$ cat src/rtl/dmem_arbiter.sv
// -----------------------------------------------------------------------------
// dmem_arbiter
// Two-port arbiter/sequencer in front of a single-port, word-addressed data
// memory with combinational read. Port 0 is the CPU load/store port and port 1
// is the DMA/debug port.
//
// Behaviour summary:
//   - One memory access per cycle. Grants alternate between ports when both
//     request.
//   - A granted port may hold its lock input to keep ownership for up to
//     MAX_BURST consecutive beats.
//   - Every granted access gets a registered response one cycle later.
//     - Reads return the memory data.
//     - Writes return 0 as an acknowledge.
//     - Out-of-range accesses return 0 with err set and never touch memory.
//
// Optional feature macro: DMEM_ARB_STATS_EN
//   When defined, the block adds saturating 32-bit grant and conflict counters
//   on the ports gnt_cnt0_o, gnt_cnt1_o and conflict_cnt_o.
//
// Ports:
//   clk_i, rst_i                   clock, asynchronous active-low reset
//   reqN_i/addrN_i/weN_i/
//   wdataN_i/lockN_i               requester N (N = 0, 1) request bundle
//   gntN_o                         combinational grant (access happens at
//                                  this clock edge)
//   rvalidN_o/rdataN_o/errN_o      registered response, one cycle after
//                                  the grant
//   mem_addr_o/mem_we_o/
//   mem_wdata_o                    memory command
//   mem_rdata_i                    memory combinational read data
// -----------------------------------------------------------------------------
module dmem_arbiter #(
    parameter int ADDR_W    = 32,
    parameter int DATA_W    = 32,
    parameter int DEPTH     = 1024,
    parameter int MAX_BURST = 4
) (
    input  logic              clk_i,
    input  logic              rst_i,
    // requester 0 (CPU)
    input  logic              req0_i,
    input  logic [ADDR_W-1:0] addr0_i,
    input  logic              we0_i,
    input  logic [DATA_W-1:0] wdata0_i,
    input  logic              lock0_i,
    output logic              gnt0_o,
    output logic              rvalid0_o,
    output logic [DATA_W-1:0] rdata0_o,
    output logic              err0_o,
    // requester 1 (DMA / debug)
    input  logic              req1_i,
    input  logic [ADDR_W-1:0] addr1_i,
    input  logic              we1_i,
    input  logic [DATA_W-1:0] wdata1_i,
    input  logic              lock1_i,
    output logic              gnt1_o,
    output logic              rvalid1_o,
    output logic [DATA_W-1:0] rdata1_o,
    output logic              err1_o,
`ifdef DMEM_ARB_STATS_EN
    output logic [31:0]       gnt_cnt0_o,
    output logic [31:0]       gnt_cnt1_o,
    output logic [31:0]       conflict_cnt_o,
`endif
    // memory side
    output logic [ADDR_W-1:0] mem_addr_o,
    output logic              mem_we_o,
    output logic [DATA_W-1:0] mem_wdata_o,
    input  logic [DATA_W-1:0] mem_rdata_i
);

    localparam int CNT_W = $clog2(MAX_BURST + 1);
    localparam logic [ADDR_W-1:0] DEPTH_A = ADDR_W'(DEPTH);
    // beat_cnt value at which the current grant is the last allowed beat
    localparam logic [CNT_W-1:0] BEAT_LAST = CNT_W'(MAX_BURST - 1);

    typedef enum logic [1:0] {
        ST_ARB    = 2'd0,
        ST_BURST0 = 2'd1,
        ST_BURST1 = 2'd2
    } state_e;

    // Address range check shared by both ports
    function automatic logic out_of_range(input logic [ADDR_W-1:0] addr);
        return (addr >= DEPTH_A);
    endfunction

    state_e            state_r;
    logic              last_r;       // index of the most recently granted port
    logic [CNT_W-1:0]  beat_cnt_r;

    logic              rvalid0_r;
    logic              rvalid1_r;
    logic [DATA_W-1:0] rdata0_r;
    logic [DATA_W-1:0] rdata1_r;
    logic              err0_r;
    logic              err1_r;

    logic              gnt0_s;
    logic              gnt1_s;
    logic              gnt_any_s;
    logic              burst_hold_s; // burst owner is requesting and keeps the slot
    logic [ADDR_W-1:0] sel_addr_s;
    logic              sel_we_s;
    logic [DATA_W-1:0] sel_wdata_s;
    logic              sel_lock_s;
    logic              oor_s;
    state_e            arb_state_s;
    logic [CNT_W-1:0]  arb_beat_s;

    // Grant selection: burst owner first, otherwise round-robin on last_r
    always_comb begin
        gnt0_s       = 1'b0;
        gnt1_s       = 1'b0;
        burst_hold_s = 1'b0;
        if (!rst_i) begin
            gnt0_s = 1'b0;
            gnt1_s = 1'b0;
        end else if ((state_r == ST_BURST0) && req0_i) begin
            gnt0_s       = 1'b1;
            burst_hold_s = 1'b1;
        end else if ((state_r == ST_BURST1) && req1_i) begin
            gnt1_s       = 1'b1;
            burst_hold_s = 1'b1;
        end else if (req0_i && req1_i) begin
            // last_r == 1 means port 1 went last, so port 0 wins now
            gnt0_s = last_r;
            gnt1_s = ~last_r;
        end else begin
            // A burst owner that dropped its request falls through to here,
            // which lets the other port use the slot this cycle.
            gnt0_s = req0_i;
            gnt1_s = req1_i;
        end
    end

    assign gnt_any_s   = gnt0_s | gnt1_s;
    assign sel_addr_s  = gnt1_s ? addr1_i  : addr0_i;
    assign sel_we_s    = gnt1_s ? we1_i    : we0_i;
    assign sel_wdata_s = gnt1_s ? wdata1_i : wdata0_i;
    assign sel_lock_s  = gnt1_s ? lock1_i  : lock0_i;
    assign oor_s       = out_of_range(sel_addr_s);

    // Memory command: the bus stays all-zero when idle or out of range
    always_comb begin
        mem_addr_o  = {ADDR_W{1'b0}};
        mem_we_o    = 1'b0;
        mem_wdata_o = {DATA_W{1'b0}};
        if (gnt_any_s && !oor_s) begin
            mem_addr_o  = sel_addr_s;
            mem_we_o    = sel_we_s;
            mem_wdata_o = sel_we_s ? sel_wdata_s : {DATA_W{1'b0}};
        end else begin
            mem_addr_o  = {ADDR_W{1'b0}};
            mem_we_o    = 1'b0;
            mem_wdata_o = {DATA_W{1'b0}};
        end
    end

    // Next state for a plain arbitration cycle (used from ARB and from a
    // burst state whose owner has dropped its request)
    always_comb begin
        arb_state_s = ST_ARB;
        arb_beat_s  = {CNT_W{1'b0}};
        if (gnt_any_s && sel_lock_s && (MAX_BURST > 1)) begin
            arb_state_s = gnt1_s ? ST_BURST1 : ST_BURST0;
            arb_beat_s  = CNT_W'(1);
        end else begin
            arb_state_s = ST_ARB;
            arb_beat_s  = {CNT_W{1'b0}};
        end
    end

    // Sequencer state and registered responses
    always_ff @(posedge clk_i or negedge rst_i) begin
        if (!rst_i) begin
            state_r    <= ST_ARB;
            last_r     <= 1'b1;
            beat_cnt_r <= {CNT_W{1'b0}};
            rvalid0_r  <= 1'b0;
            rvalid1_r  <= 1'b0;
            rdata0_r   <= {DATA_W{1'b0}};
            rdata1_r   <= {DATA_W{1'b0}};
            err0_r     <= 1'b0;
            err1_r     <= 1'b0;
        end else begin
            rvalid0_r <= gnt0_s;
            rvalid1_r <= gnt1_s;
            err0_r    <= gnt0_s & oor_s;
            err1_r    <= gnt1_s & oor_s;
            rdata0_r  <= (gnt0_s && !sel_we_s && !oor_s) ? mem_rdata_i : {DATA_W{1'b0}};
            rdata1_r  <= (gnt1_s && !sel_we_s && !oor_s) ? mem_rdata_i : {DATA_W{1'b0}};

            if (gnt_any_s) begin
                last_r <= gnt1_s;
            end else begin
                last_r <= last_r;
            end

            case (state_r)
                ST_BURST0, ST_BURST1: begin
                    if (burst_hold_s) begin
                        // Release on lock drop or once MAX_BURST beats are done;
                        // last_r already points at the owner so the other port
                        // wins the next contested cycle.
                        if (!sel_lock_s || (beat_cnt_r == BEAT_LAST)) begin
                            state_r    <= ST_ARB;
                            beat_cnt_r <= {CNT_W{1'b0}};
                        end else begin
                            state_r    <= state_r;
                            beat_cnt_r <= beat_cnt_r + CNT_W'(1);
                        end
                    end else begin
                        state_r    <= arb_state_s;
                        beat_cnt_r <= arb_beat_s;
                    end
                end
                ST_ARB: begin
                    state_r    <= arb_state_s;
                    beat_cnt_r <= arb_beat_s;
                end
                default: begin
                    state_r    <= ST_ARB;
                    beat_cnt_r <= {CNT_W{1'b0}};
                end
            endcase
        end
    end

    assign gnt0_o    = gnt0_s;
    assign gnt1_o    = gnt1_s;
    assign rvalid0_o = rvalid0_r;
    assign rvalid1_o = rvalid1_r;
    assign rdata0_o  = rdata0_r;
    assign rdata1_o  = rdata1_r;
    assign err0_o    = err0_r;
    assign err1_o    = err1_r;

`ifdef DMEM_ARB_STATS_EN
    logic [31:0] gnt_cnt0_r;
    logic [31:0] gnt_cnt1_r;
    logic [31:0] conflict_cnt_r;
    logic        conflict_s;

    assign conflict_s = req0_i & req1_i & ~(gnt0_s & gnt1_s);

    // Saturating grant / conflict statistics
    always_ff @(posedge clk_i or negedge rst_i) begin
        if (!rst_i) begin
            gnt_cnt0_r     <= 32'd0;
            gnt_cnt1_r     <= 32'd0;
            conflict_cnt_r <= 32'd0;
        end else begin
            if (gnt0_s && (gnt_cnt0_r != 32'hFFFF_FFFF)) begin
                gnt_cnt0_r <= gnt_cnt0_r + 32'd1;
            end else begin
                gnt_cnt0_r <= gnt_cnt0_r;
            end
            if (gnt1_s && (gnt_cnt1_r != 32'hFFFF_FFFF)) begin
                gnt_cnt1_r <= gnt_cnt1_r + 32'd1;
            end else begin
                gnt_cnt1_r <= gnt_cnt1_r;
            end
            if (conflict_s && (conflict_cnt_r != 32'hFFFF_FFFF)) begin
                conflict_cnt_r <= conflict_cnt_r + 32'd1;
            end else begin
                conflict_cnt_r <= conflict_cnt_r;
            end
        end
    end

    assign gnt_cnt0_o     = gnt_cnt0_r;
    assign gnt_cnt1_o     = gnt_cnt1_r;
    assign conflict_cnt_o = conflict_cnt_r;
`endif

endmodule

$ cat config.mk
export PLATFORM = sky130hd
export DESIGN_NAME = dmem_arbiter
export DESIGN_NICKNAME = d
export VERILOG_FILES = /design/src/rtl/dmem_arbiter.sv
export SDC_FILE = /design/constraint.sdc
export NUM_CORES = 1
export LEC_CHECK = 0
export CORE_UTILIZATION = 30
export DETAILED_ROUTE_END_ITERATION = 10
export MAX_ROUTING_LAYER = met4
export PLACE_DENSITY = 0.78
export SYNTH_ARGS = -nofsm -noshare
export SYNTH_HDL_FRONTEND = slang
export SYNTH_SLANG_ARGS = --single-unit
$ cat constraint.sdc
create_clock -name clk_i -period 2.7 [get_ports clk_i]
set_input_delay 0.27 -clock clk_i [delete_from_list [all_inputs] [get_ports clk_i]]
set_output_delay 0.27 -clock clk_i [all_outputs]
set_load 0.005 [all_outputs]
; ---- Word level (Yosys, flattened, before mapping)
; Cells that the tools add are included.
; W data, S select, Z words.
[word_totals]
register_bits = 74
in_bits = 168
output_inout_bits = 135
wordCells = 64
[op_classes]
addsub = 1
n_lt_le_gt_ge = 1
n_eq_ne = 4
muxes = 30
bitwise = 4
n_reduce_logical = 15
[ops]
columns = op, n
row1 = $mux W32, 7
row2 = $ge A32 B11 Y1 const B, 1
row3 = $mux W1, 15
row4 = $logic_and A1 B1 Y1, 9
row5 = $mux W2, 4
row6 = $mux W3, 2
row7 = $pmux W3 S2, 1
row8 = $pmux W2 S2, 1
row9 = $add A3 B1 Y3 const B, 1
row10 = $eq A3 B2 Y1 const B, 1
row11 = $logic_not A1 Y1, 3
row12 = $ne A3 B3 Y1 const B, 1
row13 = $and A1 B1 Y1, 2
row14 = $eq A2 B1 Y1 const B, 1
row15 = $eq A2 B2 Y1 const B, 1
row16 = $logic_not A2 Y1, 1
row17 = $reduce_or A2 Y1, 1
row18 = $logic_or A1 B1 Y1, 1
row19 = $not A1 Y1, 1
row20 = $or A1 B1 Y1, 1

; ---- Longest topological paths before layout
[logic_depth]
word_depth = 11
mapped_depth = 10
depth_no_buf = 8

; ---- Worst setup path before layout
; No wires, ideal clock.
[synth_path]
path_kind = reg2out
startpoint = reg state_r[0]
endpoint = out mem_addr_o[9]
t_arrival_ns = 1.852
t_required_ns = 2.430
slack_ns = 0.578
path_stages_with_launch = 9
path_buffers = 2
cell_sequence = dfrtp_1 -> inv_1 -> ha_1 -> o2111ai_1 -> buf_4 -> mux2i_1 -> nand3_2 -> buf_6 -> a2111oi_2
[synth_between]
elab_chain_cells = 10
elab_cells_between_ends = 16
classes_between = order compare (1) / eq/ne (2) / mux (8) / bitwise (1) / reduce/logical (4)
[synth_lines]
columns = element, line
row1 = from (decl), 89  ; state_e state_r;
row2 = from (signal assigned), 211  ; state_r <= state_r;
row3 = from (signal assigned), 215  ; state_r <= arb_state_s;
row4 = from (signal assigned), 220  ; state_r <= arb_state_s;
row5 = $eq A2 B2 Y1, 123  ; end else if ((state_r == ST_BURST1) && req1_i) begin
row6 = $logic_and A1 B1 Y1, 123
row7 = $mux W1, 123
row8 = $mux W1, 120  ; end else if ((state_r == ST_BURST0) && req0_i) begin
row9 = $mux W1, 117  ; if (!rst_i) begin
row10 = $mux W32, 139  ; assign sel_addr_s = gnt1_s ? addr1_i : addr0_i;
row11 = $ge A32 B11 Y1, 86  ; return (addr >= DEPTH_A);
row12 = $logic_not A1 Y1, 150  ; if (gnt_any_s && !oor_s) begin
row13 = $logic_and A1 B1 Y1, 150
row14 = $mux W32 *, 150
row15 = to (decl), 67  ; output logic [ADDR_W-1:0] mem_addr_o,
; Every way passes the cells marked *; elsewhere a longest branch is shown, timed or not.

; ---- Final worst setup path
[layout_path]
startpoint = reg last_r
endpoint = out mem_wdata_o[10]
[layout_between]
elab_chain_cells = 10
elab_cells_between_ends = 18
classes_between = order compare (1) / mux (13) / bitwise (2) / reduce/logical (2)
[layout_lines]
columns = element, line
row1 = from (decl), 90  ; logic last_r;
row2 = from (signal assigned), 196  ; last_r <= gnt1_s;
row3 = from (signal assigned), 198  ; last_r <= last_r;
row4 = $not A1 Y1, 129  ; gnt1_s = ~last_r;
row5 = $mux W1, 126  ; end else if (req0_i && req1_i) begin
row6 = $mux W1, 123
row7 = $mux W1, 120
row8 = $mux W1, 117
row9 = $mux W32, 139
row10 = $ge A32 B11 Y1, 86
row11 = $logic_not A1 Y1, 150
row12 = $logic_and A1 B1 Y1, 150
row13 = $mux W32 *, 150
row14 = to (decl), 69  ; output logic [DATA_W-1:0] mem_wdata_o,
; Marks and branches as above.

==> results by group <==
Run status
  • Outcome: finished with violations
  • Failing checks: negative setup slack

Placed design
  • Placement Setup Slack: -495 ps
  • Global placement routability congestion: 0.870
  • DP Cell Count: 843
  • IO Port Bufs: 280
  • Total placed instance area: 0.00717 mm^2
  • HPWL Detailed: 11.7 mm

Global route
  • Total GRT Usage: 0.227
  • First-pass GRT wire length: 23.8 mm
  • Largest net degree at the start of global routing: 73
  • Initial antenna violation count: 1
  • Number of global-route vias before repair: 4379
  • Global route overflow: 0

Floorplan
  • I/O pins: 303
  • Chip Width: 119 um
  • Rows: 42
  • Core Region: 0.0132 mm^2
  • Die H: 119 um
  • Area of the die: 0.0141 mm^2
  • Initial core utilization: 0.308

Worst setup path
  • Crit path cell chain: nand2_2 > o2111ai_4 > mux2i_2 > buf_4 > nand3_4 > buf_6 > buf_16 > nor3_2 > buf_2
  • CP startpoint: last_r
  • Worst Setup EP: mem_wdata_o[10]
  • CP Depth: 9
  • Crit path max-delay cell type: dfstp_2
  • Maximum fanout along the worst path: 6
  • Buf/Inv on CP: 4
  • Cell family with most CP delay: buffers and inverters
  • Critical path data arrival time: 2510 ps
  • Critical path class: flop to output pin
  • CP required: 2430 ps
  • Reg2reg end: beat_cnt_r[2]
  • Cells on worst reg2reg path: 7
  • Max stage delay on crit path: 540 ps
  • R2R setup slack: 100 ps
  • Worst setup EP type: output pin
  • CP startpoint kind: flop
  • R2R Path Start: last_r

Pwr
  • Static Leakage: 3.69 nW
  • Pwr Density: 358 mW/mm^2
  • Maximum VDD drop: 0.352 mV

Detailed routing
  • Routed length per instance: 17.6 um
  • DRC Markers: 0
  • Routed wire length: 15.6 mm
  • Vias/cell: 4.73
  • Vias: 4192
  • Drt pass-1 iters: 4
  • Antenna viol nets, final: 0
  • 1st-iter DRT viols: 204

CTS
  • Clk sinks: 74
  • Inserted Clock Buffers: 9
  • Clk root buf: clkbuf_16
  • CTS tree: done
  • Max clock buf depth: 2
  • H-tree depth: 3
  • Clock-pin slew on the worst setup and hold paths: 50 ps
  • Clk_lat worst skew: 330 ps

Timing
  • Setup-failing EPs final: 29
  • Setup ws final: -82.1 ps
  • Clk_skew: 5.04 ps
  • Fmax: 0.359 GHz
  • Fin. max-slew vios: 0
  • Ratio of final minimum period to clock period: 1.03
  • RSZ-0062 raised after global routing: true
  • Worst Tran Pin Value: 893 ps
  • Post-layout min period: 2780 ps
  • Hold Vio Cnt, Final: 0
  • Worst slew margin relative to its limit: 0.405
  • Hold_ws: 355 ps

Job
  • Maxcap violations: 0

Final layout
  • Storage element area: 0.00185 mm^2
  • # fillers: 1070
  • Final core occ: 0.596
  • Layout area overhead: 93.3%
  • Area of the multi-input gates: 0.00219 mm^2
  • Non-filler cells, final: 887
  • # nets final: 881
  • Fraction of layout cells with a size suffix above 1: 0.299
  • Finished Cell Area: 0.00790 mm^2

Yosys
  • Mapped Area: 0.00409 mm^2
  • Synth cell types: 36
  • Synth area leader: dfrtp_1
  • Number of synthesized register bits: 74
  • Avg Inst Size Synth: 10.6 um^2
  • Mapped Cells: 386
  • Post-synthesis sequential area ratio: 0.454
  • Yosys warns: 0
  • Share of the synthesized area in the top cell type: 0.447
  • Area contributors post-synth: dfrtp_1, nor4_2, mux2i_1

Min path
  • Worst min-delay path category: input pin to asynchronous set/reset pin
[state kept, by name, summed over array words and instances, names as in the netlist]
signal      flops
last_r          1
rvalid1_o       1
beat_cnt_r      3
rdata1_o       32
rvalid0_o       1
err1_o          1
rdata0_o       32
state_r         2
err0_o          1
[through the flow]
stage / power (mW) / setup TNS, ps
after floorplan: 1.35 / 0
after global placement: 1.70 / -20750
after detailed placement: 1.71 / -21260
after CTS: 2.80 / -1500
after global routing: 2.94 / -4960
final: 2.83 / -1140
[how the worst min path moves through the flow]
stage	startpoint	endpoint	slack, ps	cells after the start
after CTS	rst_i	rvalid0_o	350	2
after global routing	rst_i	rvalid0_o	350	2
after floorplan	rst_i	beat_cnt_r[0]	-30	0
after global placement	rst_i	rvalid0_o	90	1
after detailed placement	rst_i	rvalid0_o	90	1
final	rst_i	rvalid0_o	360	2
[layout by cell type (no fill, tap or decap), types with 2 or more instances in the layout]
master / instances
inv_1: 37
buf_6: 14
or4_1: 2
clkdlybuf4s50_1: 235
mux2i_1: 31
nand2_1: 27
buf_2: 40
conb_1: 22
nand3_4: 2
a21oi_2: 10
a21oi_1: 2
ha_1: 4
nor4_1: 11
and4b_1: 32
nor3_4: 12
nor4_2: 29
clkbuf_16: 9
dfrtp_1: 73
o21ai_0: 2
nor2_1: 4
buf_16: 2
nand3_1: 2
nand2_2: 2
nor3_2: 18
buf_4: 41
nor3_1: 4
inv_2: 3
a2111oi_4: 2
clkbuf_2: 4
clkinv_2: 2
a22o_1: 2
mux2i_2: 5
buf_12: 5
[layer usage]
layer,GRT usage,vias up,wire [um]
met2,0.406,183,8320
met4,0.0609,0,241
met1,0.258,2030,6190
met3,0.0444,18,886
li1,-,1961,-
met5,-,-,0
[timing repair]
| item | 4_1_cts | 5_1_grt |
|---|---|---|
| buffers inserted | 16 | 11 |
| cloned | 3 | 1 |
| gates resized for setup | 198 | 62 |
| setup endpoints to repair | 48 | 49 |
| hold endpoints to repair | 2 | 0 |
| pin swaps | 10 | 11 |
| hold buffers | 1 | 0 |
[cells by family (layout without fill, tap and decap cells)]
kind of cell	count (synthesis)	after routing	share of synthesized area
compound gates	21	21	0.0371
other cells	1	23	0.000918
mux	37	37	0.0910
simple gates	152	153	0.277
fa+ha+maj	6	6	0.0184
flops	74	74	0.454
buf+inv	95	397	0.122
[Yosys cell counts]
cell        n
a2111oi_2   1
a2111oi_4   1
a21oi_1    13
a22o_1      2
a22oi_1     1
and2_1      1
and3_1      1
and3_2      1
and3b_1     1
and4b_1    32
buf_1       1
buf_2      10
buf_4      26
buf_6       4
clkbuf_1   14
conb_1      1
dfrtp_1    73
dfstp_2     1
ha_1        6
inv_1      39
inv_2       1
mux2_2      1
mux2i_1    36
nand2_1    29
nand2b_1    1
nand3_1     2
nand3_2     1
nand4_1     1
nor2_1      5
nor3_1     34
nor3b_1     1
nor4_1     11
nor4_2     29
o2111ai_1   1
o21ai_0     2
or4_1       2
[power breakdown]
part	switching, mW	internal, mW
Sequential	0.00661	1.12
Clock	0.412	0.632
Combinational	0.289	0.364
[worst register-to-register path: cells and delay by family, from the launching register on]
kind / cells / cell delay, ps
AOI/OAI and AO/OA: 2 / 830
and+or+nand+nor: 3 / 450
DFF: 1 / 540
buffers and inverters: 2 / 690
[layout make-up]
| cell class | count | share of cell area |
|---|---|---|
| timing repair buffer | 343 | 0.407 |
| multi-input combinational | 239 | 0.278 |
| sequential | 74 | 0.235 |
| clock buffer | 11 | 0.0307 |
| tap | 176 | 0.0279 |
| inverter | 40 | 0.0190 |
| clock inverter | 3 | 0.00222 |
| antenna | 1 | 0.000317 |
Power figures use the tool's default switching activity.
